`config.mk`:
```
export PLATFORM = sky130hd
export DESIGN_NAME = flit_sink
export DESIGN_NICKNAME = d
export VERILOG_FILES = /design/src/rtl/flit_sink_pkg.sv /design/src/rtl/flit_popcount.sv /design/src/rtl/flit_sink.sv
export SDC_FILE = /design/constraint.sdc
export NUM_CORES = 1
export LEC_CHECK = 0
export CAP_MARGIN = 5
export CORE_ASPECT_RATIO = 0.5
export CORE_MARGIN = 3
export CORE_UTILIZATION = 45
export CTS_BUF_LIST = sky130_fd_sc_hd__clkbuf_4 sky130_fd_sc_hd__clkbuf_8
export DETAILED_ROUTE_END_ITERATION = 8
export MAX_ROUTING_LAYER = met4
export PLACE_DENSITY = 0.81
export REMOVE_ABC_BUFFERS = 1
export SYNTH_ARGS = -nofsm -noshare
export SYNTH_HDL_FRONTEND = slang
export SYNTH_SLANG_ARGS = --single-unit
```
`constraint.sdc`:
```
create_clock -name clk -period 4.2 [get_ports clk]
set_input_delay 1.26 -clock clk [delete_from_list [all_inputs] [get_ports clk]]
set_output_delay 1.26 -clock clk [all_outputs]
set_load 0.01 [all_outputs]
```
`src/rtl/flit_sink_pkg.sv`:
```
// rtl/flit_sink_pkg.sv - shared flit type codes, FSM states and error bit indices for flit_sink
package flit_sink_pkg;

    localparam int FLIT_TYPE_W = 2;
    localparam int FLIT_DATA_W = 64;
    localparam int FLIT_VCH_W  = 2;

    typedef enum logic [FLIT_TYPE_W-1:0] {
        TYPE_NONE = 2'd0,
        TYPE_HEAD = 2'd1,
        TYPE_DATA = 2'd2,
        TYPE_TAIL = 2'd3
    } flit_type_e;

    typedef enum logic {
        ST_IDLE = 1'b0,
        ST_BODY = 1'b1
    } sink_state_e;

    // sticky error bit positions
    localparam int ERR_ORPHAN      = 0;  // DATA/TAIL seen outside a packet
    localparam int ERR_NESTED_HEAD = 1;  // HEAD arrived inside an open packet
    localparam int ERR_VCH_CHANGE  = 2;  // VC differs from the one latched at HEAD
    localparam int ERR_PROTO       = 3;  // NONE type flit or payload length overflow
    localparam int ERR_W           = 4;

endpackage

```
`src/rtl/flit_popcount.sv`:
```
// rtl/flit_popcount.sv - combinational population count of a DATA_W vector
module flit_popcount #(
    parameter int DATA_W = 64,
    parameter int OUT_W  = $clog2(DATA_W) + 1
) (
    input  logic [DATA_W-1:0] din,
    output logic [OUT_W-1:0]  cnt
);

    // sum of set bits; synthesis folds this into an adder tree
    always_comb begin
        cnt = '0;
        for (int i = 0; i < DATA_W; i++) begin
            cnt = cnt + OUT_W'(din[i]);
        end
    end

endmodule

```
`src/rtl/flit_sink.sv`:
```
// rtl/flit_sink.sv - flit stream endpoint: framing parser, statistics, error flags; FLIT_SINK_TOGGLE_EN adds payload toggle counting
module flit_sink
    import flit_sink_pkg::*;
#(
    parameter int TYPE_W = FLIT_TYPE_W,
    parameter int DATA_W = FLIT_DATA_W,
    parameter int VCH_W  = FLIT_VCH_W,
    parameter int LEN_W  = 8,
    parameter int CNT_W  = 32
) (
    input  logic                     clk,
    input  logic                     rst_,
    input  logic [TYPE_W+DATA_W-1:0] idata,
    input  logic                     ivalid,
    input  logic [VCH_W-1:0]         ivch,
    input  logic                     clr,
    output logic                     busy,
    output logic                     pkt_done,
    output logic [LEN_W-1:0]         last_len,
    output logic [VCH_W-1:0]         last_vch,
    output logic [CNT_W-1:0]         pkt_cnt,
    output logic [CNT_W-1:0]         flit_cnt,
    output logic [CNT_W-1:0]         tog_cnt,
    output logic [ERR_W-1:0]         err
);

    logic [TYPE_W-1:0] ftype;
    logic [DATA_W-1:0] payload;
    logic              is_head;
    logic              is_data;
    logic              is_tail;
    logic              is_none;

    assign ftype   = idata[TYPE_W+DATA_W-1 -: TYPE_W];
    assign payload = idata[DATA_W-1:0];
    assign is_head = (ftype == TYPE_W'(TYPE_HEAD));
    assign is_data = (ftype == TYPE_W'(TYPE_DATA));
    assign is_tail = (ftype == TYPE_W'(TYPE_TAIL));
    assign is_none = (ftype == TYPE_W'(TYPE_NONE));

    sink_state_e       state_q,    state_d;
    logic [LEN_W-1:0]  len_q,      len_d;
    logic [VCH_W-1:0]  vch_q,      vch_d;
    logic              pkt_done_q, pkt_done_d;
    logic [LEN_W-1:0]  last_len_q, last_len_d;
    logic [VCH_W-1:0]  last_vch_q, last_vch_d;
    logic [CNT_W-1:0]  pkt_cnt_q,  pkt_cnt_d;
    logic [CNT_W-1:0]  flit_cnt_q, flit_cnt_d;
    logic [ERR_W-1:0]  err_q,      err_d;
    logic [ERR_W-1:0]  err_set;
    logic              pkt_inc;

    // framing FSM next state: packet tracking, completion capture and error detection
    always_comb begin
        state_d    = state_q;
        len_d      = len_q;
        vch_d      = vch_q;
        pkt_done_d = 1'b0;
        last_len_d = last_len_q;
        last_vch_d = last_vch_q;
        err_set    = '0;
        pkt_inc    = 1'b0;
        if (ivalid) begin
            case (state_q)
                ST_IDLE: begin
                    if (is_head) begin
                        state_d = ST_BODY;
                        vch_d   = ivch;
                        len_d   = '0;
                    end else if (is_none) begin
                        err_set[ERR_PROTO] = 1'b1;
                    end else begin
                        // DATA or TAIL with no open packet is dropped
                        err_set[ERR_ORPHAN] = 1'b1;
                    end
                end
                ST_BODY: begin
                    if (ivch != vch_q) begin
                        err_set[ERR_VCH_CHANGE] = 1'b1;
                    end
                    if (is_head) begin
                        // abandon the open packet uncounted and restart on the new VC
                        err_set[ERR_NESTED_HEAD] = 1'b1;
                        vch_d = ivch;
                        len_d = '0;
                    end else if (is_data) begin
                        if (len_q == '1) begin
                            err_set[ERR_PROTO] = 1'b1;
                        end else begin
                            len_d = len_q + 1'b1;
                        end
                    end else if (is_tail) begin
                        pkt_done_d = 1'b1;
                        last_len_d = len_q;
                        last_vch_d = vch_q;
                        pkt_inc    = 1'b1;
                        state_d    = ST_IDLE;
                    end else begin
                        err_set[ERR_PROTO] = 1'b1;
                    end
                end
                default: state_d = ST_IDLE;
            endcase
        end
    end

    // statistics counters: saturating, with clr taking priority over any increment
    always_comb begin
        pkt_cnt_d  = pkt_cnt_q;
        flit_cnt_d = flit_cnt_q;
        err_d      = err_q | err_set;
        if (pkt_inc && (pkt_cnt_q != '1)) begin
            pkt_cnt_d = pkt_cnt_q + 1'b1;
        end
        if (ivalid && (flit_cnt_q != '1)) begin
            flit_cnt_d = flit_cnt_q + 1'b1;
        end
        if (clr) begin
            pkt_cnt_d  = '0;
            flit_cnt_d = '0;
            err_d      = '0;
        end
    end

    // state and statistics registers
    always_ff @(posedge clk) begin
        if (rst_) begin
            state_q    <= ST_IDLE;
            len_q      <= '0;
            vch_q      <= '0;
            pkt_done_q <= 1'b0;
            last_len_q <= '0;
            last_vch_q <= '0;
            pkt_cnt_q  <= '0;
            flit_cnt_q <= '0;
            err_q      <= '0;
        end else begin
            state_q    <= state_d;
            len_q      <= len_d;
            vch_q      <= vch_d;
            pkt_done_q <= pkt_done_d;
            last_len_q <= last_len_d;
            last_vch_q <= last_vch_d;
            pkt_cnt_q  <= pkt_cnt_d;
            flit_cnt_q <= flit_cnt_d;
            err_q      <= err_d;
        end
    end

`ifdef FLIT_SINK_TOGGLE_EN
    localparam int PC_W = $clog2(DATA_W) + 1;

    logic [PC_W-1:0]   pc;
    logic [DATA_W-1:0] prev_q,    prev_d;
    logic [CNT_W-1:0]  tog_cnt_q, tog_cnt_d;
    logic [CNT_W:0]    tog_sum;

    flit_popcount #(
        .DATA_W (DATA_W),
        .OUT_W  (PC_W)
    ) u_popcount (
        .din (payload ^ prev_q),
        .cnt (pc)
    );

    // toggle accumulator: Hamming distance to the previous payload, saturating, clr wins
    always_comb begin
        prev_d    = prev_q;
        tog_cnt_d = tog_cnt_q;
        tog_sum   = {1'b0, tog_cnt_q} + (CNT_W+1)'(pc);
        if (ivalid) begin
            prev_d    = payload;
            tog_cnt_d = tog_sum[CNT_W] ? '1 : tog_sum[CNT_W-1:0];
        end
        if (clr) begin
            tog_cnt_d = '0;
        end
    end

    // toggle registers; the previous payload survives clr so the next distance stays meaningful
    always_ff @(posedge clk) begin
        if (rst_) begin
            prev_q    <= '0;
            tog_cnt_q <= '0;
        end else begin
            prev_q    <= prev_d;
            tog_cnt_q <= tog_cnt_d;
        end
    end

    assign tog_cnt = tog_cnt_q;
`else
    wire unused_payload = ^payload;

    assign tog_cnt = '0;
`endif

    assign busy     = (state_q == ST_BODY);
    assign pkt_done = pkt_done_q;
    assign last_len = last_len_q;
    assign last_vch = last_vch_q;
    assign pkt_cnt  = pkt_cnt_q;
    assign flit_cnt = flit_cnt_q;
    assign err      = err_q;

endmodule

```
# [Yosys cells after proc, flatten, opt, wreduce, memory -nomap -nowiden]
# Index checks and enable logic that the tools add are counted.
[op_classes] n_bitwise=4 eq_ne=10 reduce_logical=7 n_mux=28 n_addsub=3
[op_table] cell="$add 32x1->32 const B" n=2
[op_table] cell="$ne 32x32->1 const B" n=2
[op_table] cell="$mux 8" n=4
[op_table] cell="$mux 1" n=18
[op_table] cell="$pmux 8 s2" n=1
[op_table] cell="$add 8x1->8 const B" n=1
[op_table] cell="$eq 8x8->1 const B" n=1
[op_table] cell="$ne 3x3->1 const B" n=2
[op_table] cell="$reduce_and 5->1" n=1
[op_table] cell="$eq 2x2->1 const B" n=2
[op_table] cell="$mux 2" n=2
[op_table] cell="$mux 4" n=1
[op_table] cell="$or 4x4->4" n=1
[op_table] cell="$pmux 1 s2" n=2
[op_table] cell="$reduce_and 4->1" n=1
[op_table] cell="$not 1->1" n=3
[op_table] cell="$eq 2x1->1 const B" n=1
[op_table] cell="$logic_and 1x1->1" n=2
[op_table] cell="$logic_not 2->1" n=1
[op_table] cell="$ne 2x2->1" n=1
[op_table] cell="$ne 2x2->1 const B" n=1
[op_table] cell="$reduce_and 2->1" n=1
[op_table] cell="$reduce_or 2->1" n=1
[totals] regBits=90 wordCells=61

# [Logic depth before layout (Yosys ltp)]
[logic_depth] ltp_word=7 depth_mapped=8 mapped_depth_nobuf=7

# [Worst setup path after synthesis]
# Ideal clock, no wire load.
[synth_timing] path_kind="input port to flip-flop" from="input port idata[64]" to="register pkt_cnt_q[12], in the netlist pkt_cnt[12]" required_time_ps=4072 setup_time_ps=128 stages=7 arrival_time_ps=2756 path_slack_ps=1316 path_cell_list="ha_1 and3_1 buf_2 or4b_2 a211oi_1 xnor2_1 nor2_1"
[synth_via] elab_chain_cells=7
[synth_lines] element="start: declaration" line_no="flit_sink.sv:13" text="input logic [TYPE_W+DATA_W-1:0] idata,"
[synth_lines] element="$eq 2x2->1" line_no="flit_sink.sv:38" text="assign is_tail = (ftype == TYPE_W'(TYPE_TAIL));"
[synth_lines] element="$mux 1" line_no="flit_sink.sv:92" text="end else if (is_tail) begin"
[synth_lines] element="$mux 1" line_no="flit_sink.sv:86" text="end else if (is_data) begin"
[synth_lines] element="$mux 1 (*)" line_no="flit_sink.sv:81" text="if (is_head) begin"
[synth_lines] element="$mux 1 (*) (2 in series)"
[synth_lines] element="$logic_and 1x1->1 (*)" line_no="flit_sink.sv:112" text="if (pkt_inc && (pkt_cnt_q != '1)) begin"
[synth_lines] element="end signal: assignment" line_no="flit_sink.sv:144" text="pkt_cnt_q <= pkt_cnt_d;"
[synth_lines] element="end: declaration" line_no="flit_sink.sv:47" text="logic [CNT_W-1:0] pkt_cnt_q, pkt_cnt_d;"
# Every way passes the cells marked *; elsewhere a longest branch is shown, timed or not.
# A chain may end at the register's enable or synchronous reset.

# [Worst setup path in the final report]
[layout_timing] from="input port idata[64]" to="register pkt_cnt_q[29], in the netlist pkt_cnt[29]"
# The elaborated chain is that of the path after synthesis.

==> impl_metrics.json <==
{
  "status": "completed",
  "ant_nets": 0,
  "die_w_um": 149,
  "crit_path_start_kind": "input pin",
  "critPathLaunch": "idata[64]",
  "reg2reg_from": "flit_cnt[0]",
  "maxSlewViolCount": 0,
  "vias": 4316,
  "ys_seq_elements": 90,
  "synthDominantCellAreaShare_pct": 39.0,
  "switching_share_pct": 20.5,
  "wl_per_cell_um": 14.3,
  "cp.required_ns": 4.50,
  "yosysUniqueCellTypes": 48,
  "io_pins": 184,
  "setup_viol": 0,
  "drive_above_1_share_pct": 4.48,
  "clockPowerShare_pct": 47.3,
  "rows": 25,
  "dpl.hpwl_um": 7820,
  "dr.pass1.iters": 4,
  "syn-cell-area_um2": 4620,
  "nNetsFinal": 724,
  "cts-root-buf": "clkbuf_8",
  "drc": 0,
  "cts.sinks": 90,
  "final_cells": 782,
  "path_max_fanout": 9,
  "cts_resized": 0,
  "max_stage_delay_ns": 0.55,
  "area_delta_synth_final_pct": 24.5,
  "hp-class": "reg2reg",
  "numCtsBuffers": 9,
  "endpoint": "pkt_cnt[29]",
  "cp.arrival_ns": 3.58,
  "slowest_stage": "clkdlybuf4s50_1",
  "initial_core_util_pct": 47.5,
  "core-area_um2": 9730,
  "cp-end-kind": "register",
  "cp.depth": 7,
  "cts_tree": "done",
  "antenna_cells": 0,
  "syn_avg_cell_area_um2": 8.15,
  "post-route-min-period_ns": 3.28,
  "timing.final.crit_share_pct": 78.1,
  "r2r_setup_slack_ns": 1.74,
  "grt_first_pass_wirelength_um": 19000,
  "irDropWorstVdd_mv": 0.177,
  "path_buf_inv": 1,
  "antenna_found_initial": 0,
  "postLayoutCoreUtil_pct": 59.2,
  "dieArea_um2": 11600,
  "syn_inst": 567,
  "dieHeight_um": 77.7,
  "rr_endpoint": "flit_cnt[22]",
  "critPathTopFamily": "simple AND/OR/NAND/NOR gates",
  "power_switching_mw": 0.363,
  "yosysWarnings": 0,
  "drv_cap": 0,
  "gp_congestion": 0.869,
  "h-tree-depth": 3,
  "wl_um": 11200,
  "clk_latency_ns": 0.37,
  "finClkSkew_ns": 0.00754,
  "grt_overflow_total": 0,
  "cts_setup_buffers": 0,
  "fillCellCount": 871,
  "setup-tns-final_ns": 0,
  "p_int_mw": 1.41,
  "clockBufferDepth": 2,
  "holdWs_ns": 0.459,
  "io_buffer_count": 87,
  "grt_pass1_vias": 3956,
  "routed_via_density": 5.52,
  "worst_pin_slew_ns": 0.894,
  "leakagePower_nw": 1.94,
  "grt_setup_unrepaired": "no",
  "cts_hold_buf": 0,
  "crit_type": "in2reg",
  "clk_pin_slew_ns": 0.08,
  "placed_cells": 767,
  "ys_top_cells_by_area": "dfxtp_1 39%, nand2_1 5.4%, buf_4 5.2%, a21oi_1 5.1%, nor2_1 4.5%",
  "cp_cell_sequence": "clkdlybuf4s50_1, ha_1, and3_1, and2_1, o2111ai_1, or4_1, nand2_1",
  "slew_headroom_pct": 40.2,
  "grtUsageTotal_pct": 20.1,
  "sequentialPowerShare_pct": 48.5,
  "grt_max_degree": 27,
  "ys_seq_area_share_pct": 39.0,
  "final_hold_viol_count": 0,
  "combPwrFrac_pct": 4.2,
  "power_density_nw_per_um2": 307,
  "clock.fmax_mhz": 305,
  "yosys.area.top_type": "dfxtp_1",
  "rr_worst_depth": 6,
  "drt_first_iter_violations": 192
}
per-layer routing:
metal	part of all wire [%]	wire length, um	vias to the layer above	global-route usage [%]
met5	0	0	-	-
met4	0.96	107	0	5.02
met3	4.6	511	13	4.90
met2	48	5390	115	33.3
met1	46	5150	2059	24.9
li1	-	-	2129	-
through the flow:
| stage | area (um2) | total power, mW | setup slack, ns |
|---|---|---|---|
| global route | 5760 | 1.82 | 0.771 |
| detailed placement | 5470 | 0.952 | 0.563 |
| global placement | 5470 | 0.951 | 0.579 |
| finish | 5760 | 1.77 | 0.920 |
| floorplan | 4390 | 0.920 | 1.30 |
| CTS | 5760 | 1.78 | 0.967 |
registers in the layout, indices dropped and copies added (netlist names):
register,count
flit_cnt,32
pkt_cnt,32
busy,1
len_q,8
last_vch,2
last_len,8
pkt_done,1
err,4
vch_q,2
worst min-delay path by stage:
stage | from | endpoint | slack (ns) | cells after the start
2_1_floorplan | vch_q[0] | last_vch[0] | 0.45 | 2
3_3_place_gp | last_vch[1] | last_vch[1] | 0.45 | 2
3_5_place_dp | last_vch[1] | last_vch[1] | 0.45 | 2
4_1_cts | last_vch[1] | last_vch[1] | 0.46 | 2
5_1_grt | last_vch[1] | last_vch[1] | 0.47 | 2
6_report | last_vch[1] | last_vch[1] | 0.46 | 2
synth_stat cells (all sizes together):
master / n
a41o: 3
a31o: 1
nand3b: 3
and2: 7
o211ai: 6
nor3: 7
and4: 16
inv: 8
and3: 11
a211o: 2
a21oi: 47
or3: 25
buf: 38
ha: 9
a211oi: 10
mux2i: 3
or4: 9
conb: 1
nand2: 66
a2111o: 1
clkbuf: 20
nor2: 56
nor4: 4
or2: 1
dfxtp: 90
o2111ai: 7
nand4: 17
nor3b: 2
nand2b: 2
o31ai: 2
or4b: 1
nor4b: 1
a31oi: 5
o21ai: 27
nand4b: 1
nand3: 26
a22oi: 1
xor2: 13
xnor2: 18
cells in the final DEF (no fill, tap or decap), types with 2 or more instances in the layout:
cell / n
clkbuf_8: 10
a21oi_1: 47
nand4_1: 16
dfxtp_1: 90
or4_1: 8
nand3_1: 25
o31ai_1: 2
and3_1: 11
o21ai_0: 27
clkdlybuf4s50_1: 87
and2_1: 7
xnor2_1: 18
nand3b_1: 3
bufinv_16: 5
nor3_1: 7
a41o_1: 3
conb_1: 32
ha_1: 9
buf_4: 5
xor2_1: 13
nor2_1: 56
and4_1: 15
o2111ai_1: 7
nand2b_1: 2
a31oi_1: 5
a211oi_1: 9
inv_1: 8
or3_1: 25
nor3b_1: 2
nand2_1: 66
o211ai_1: 6
nor4_1: 3
a211o_1: 2
mux2i_1: 3
layout make-up:
type | instances | area [um2] | share of cell area, %
flip-flops and latches | 90 | 1800 | 31.3
multi-input cells | 442 | 2560 | 44.5
repair buffers | 92 | 908 | 15.8
inverters | 8 | 30.0 | 0.522
clock buffers | 10 | 138 | 2.39
clock inverters | 5 | 150 | 2.61
well taps | 135 | 169 | 2.93
worst min-delay path, cell delays in order (launching register included):
cell and delay (ns):
dfxtp_1 0.32, nand2_1 0.05, a21oi_1 0.05
power by group through the flow:
stage	Clock [mW]	Sequential, mW	Combinational, mW
global placement	0	0.879	0.0726
CTS	0.850	0.859	0.0738
finish	0.836	0.859	0.0743
floorplan	0	0.879	0.0406
global route	0.881	0.859	0.0830
detailed placement	0	0.879	0.0735
cell families after synthesis:
group	share of synthesized area (%)
and+or+nand+nor	29.1
AOI/OAI and AO/OA	14.7
DFF	39.0
buffers and inverters	8.20
xor gates and xnor gates	5.87
adders and majority gates	2.44
muxes	0.650
other	0.0811
Power figures use the tool's default switching activity.
==> RTL change, RTL diff (same settings) <==
Change the package constant `FLIT_VCH_W` from 2 to 4.
--- a/src/rtl/flit_sink_pkg.sv
+++ b/src/rtl/flit_sink_pkg.sv
@@ -4,5 +4,5 @@
     localparam int FLIT_TYPE_W = 2;
     localparam int FLIT_DATA_W = 64;
-    localparam int FLIT_VCH_W  = 2;
+    localparam int FLIT_VCH_W  = 4;
 
     typedef enum logic [FLIT_TYPE_W-1:0] {
Interface: changed (resized ivch and last_vch); port bits go from 184 to 188. No check against the original RTL was run, so the function may have changed too.
==> RTL change against the original RTL <==
Area after synthesis increased by 2.5%. Final area increased by 1.3%. Global-route usage increased by 0.43 points. Critical path depth unchanged. Fmax increased by 4.8%. Final cell count increased by 2.8%. Sequential cell count increased by 4. Non-clock buffer count increased by 7. Register-to-register slack got worse by 570 ps. Total power decreased by 13%. Sequential power increased by 4.5%. Setup slack improved by 150 ps. Routed wire length increased by 5.3%.
==> RTL change: results <==
routing:
  drt_wl_total_um: 11700
  met1Wirelength_um: 5390
  first_pass_iters: 6
  met3_wirelength_um: 618
  wl_per_cell_um: 14.6
  ant_nets: 0
  wl_met2_um: 5530
  drt_iter0_markers: 233
power:
  clock_power_mw: 0.572
  p_seq_mw: 0.898
  comb_power_mw: 0.0764
  p_leak_nw: 1.84
  p_int_mw: 1.15
  max-vdd-ir-drop_uv: 144
grt:
  gr-usage-met2_pct: 33.1
  grt_usage_pct: 20.5
  grtUsageMet1_pct: 25.9
  grt_pass1_wl_um: 19700
  grt_start_max_net_pins: 34
  met3_usage_pct: 4.33
  grt_pass1_vias: 4121
place:
  placed_cells: 788
  gp_congestion: 0.857
  dpl_cell_area_um2: 5650
  hpwlAfterDp_um: 8320
  place_ws_ps: 703
  port_buffers: 91
timing:
  finClkSkew_ps: 14.1
  fin_hold_ws_ps: 458
  slew_headroom_pct: 26.3
setup_path:
  regToRegSetupSlack_ps: 1170
  worstPathArrival_ps: 3430
  reg2reg_depth: 5
  timing.rr.start: "flit_cnt[13]"
  crit_family: "simple AND/OR/NAND/NOR gates"
  path_max_fanout: 8
  r2r_end: "flit_cnt[4]"
clock_network:
  clkTransAtPathRegs_ps: 100
  root_buffer: "clkbuf_8"
  cts.sinks: 94
finish:
  buffer_area_share_pct: 16.6
  drive_above_1_share_pct: 4.78
  buffers: 99
  multi_input_area_um2: 2600
  nMultiInputCombCells: 452
  design_area_um2: 5830
  seqAreaFraction_pct: 32.3
  nFillCells: 883
  final-clk-cell-share_pct: 3.13
  finalNetCount: 747
yosys:
  synthTopCellsByCount: "dfxtp_1 (94), a21oi_1 (66), nand2_1 (57)"
  synth-seq-area-share_pct: 39.7
  synth.cell_area_um2: 4740
  synth_area_per_cell_um2: 8.15
  synth_cell_types: 46
  synth.area.top_cells: "dfxtp_1 (40%), a21oi_1 (7.0%), or3_1 (5.3%), buf_4 (5.1%), nand2_1 (4.5%)"
min_path:
  holdCritStartpoint: "last_len[5]"
  hold_end: "last_len[5]"
outcome:
  status: "completed"
==> RTL change: cell types whose count changed in the layout (fill, tap and decap cells not counted), moves of 9 or more <==
cell	unedited run	this run
nand2_1	66	57
nor2_1	56	34
a211oi_1	9	0
or3_1	25	40
a21oi_1	47	66
o21ai_1	0	9
==> RTL change: worst max path at each step <==
stage / from / endpoint / slack [ps] / cells past startpoint
after floorplan: pkt_cnt[0] / pkt_cnt[10] / 870 / 6
after global placement: idata[65] / pkt_cnt[29] / 800 / 7
after detailed placement: idata[65] / pkt_cnt[29] / 700 / 7
after CTS: idata[65] / pkt_cnt[29] / 1100 / 7
after global routing: idata[65] / pkt_cnt[25] / 940 / 7
final: idata[65] / pkt_cnt[29] / 1070 / 7
==> RTL change: logic make-up after synthesis <==
| group | synth area share (%) |
|---|---|
| mux | 0.422 |
| fa+ha+maj | 2.38 |
| other cells | 0.0791 |
| flops | 39.7 |
| buf+inv | 8.10 |
| compound gates | 17.6 |
| simple gates | 28.0 |
| xor+xnor | 3.69 |
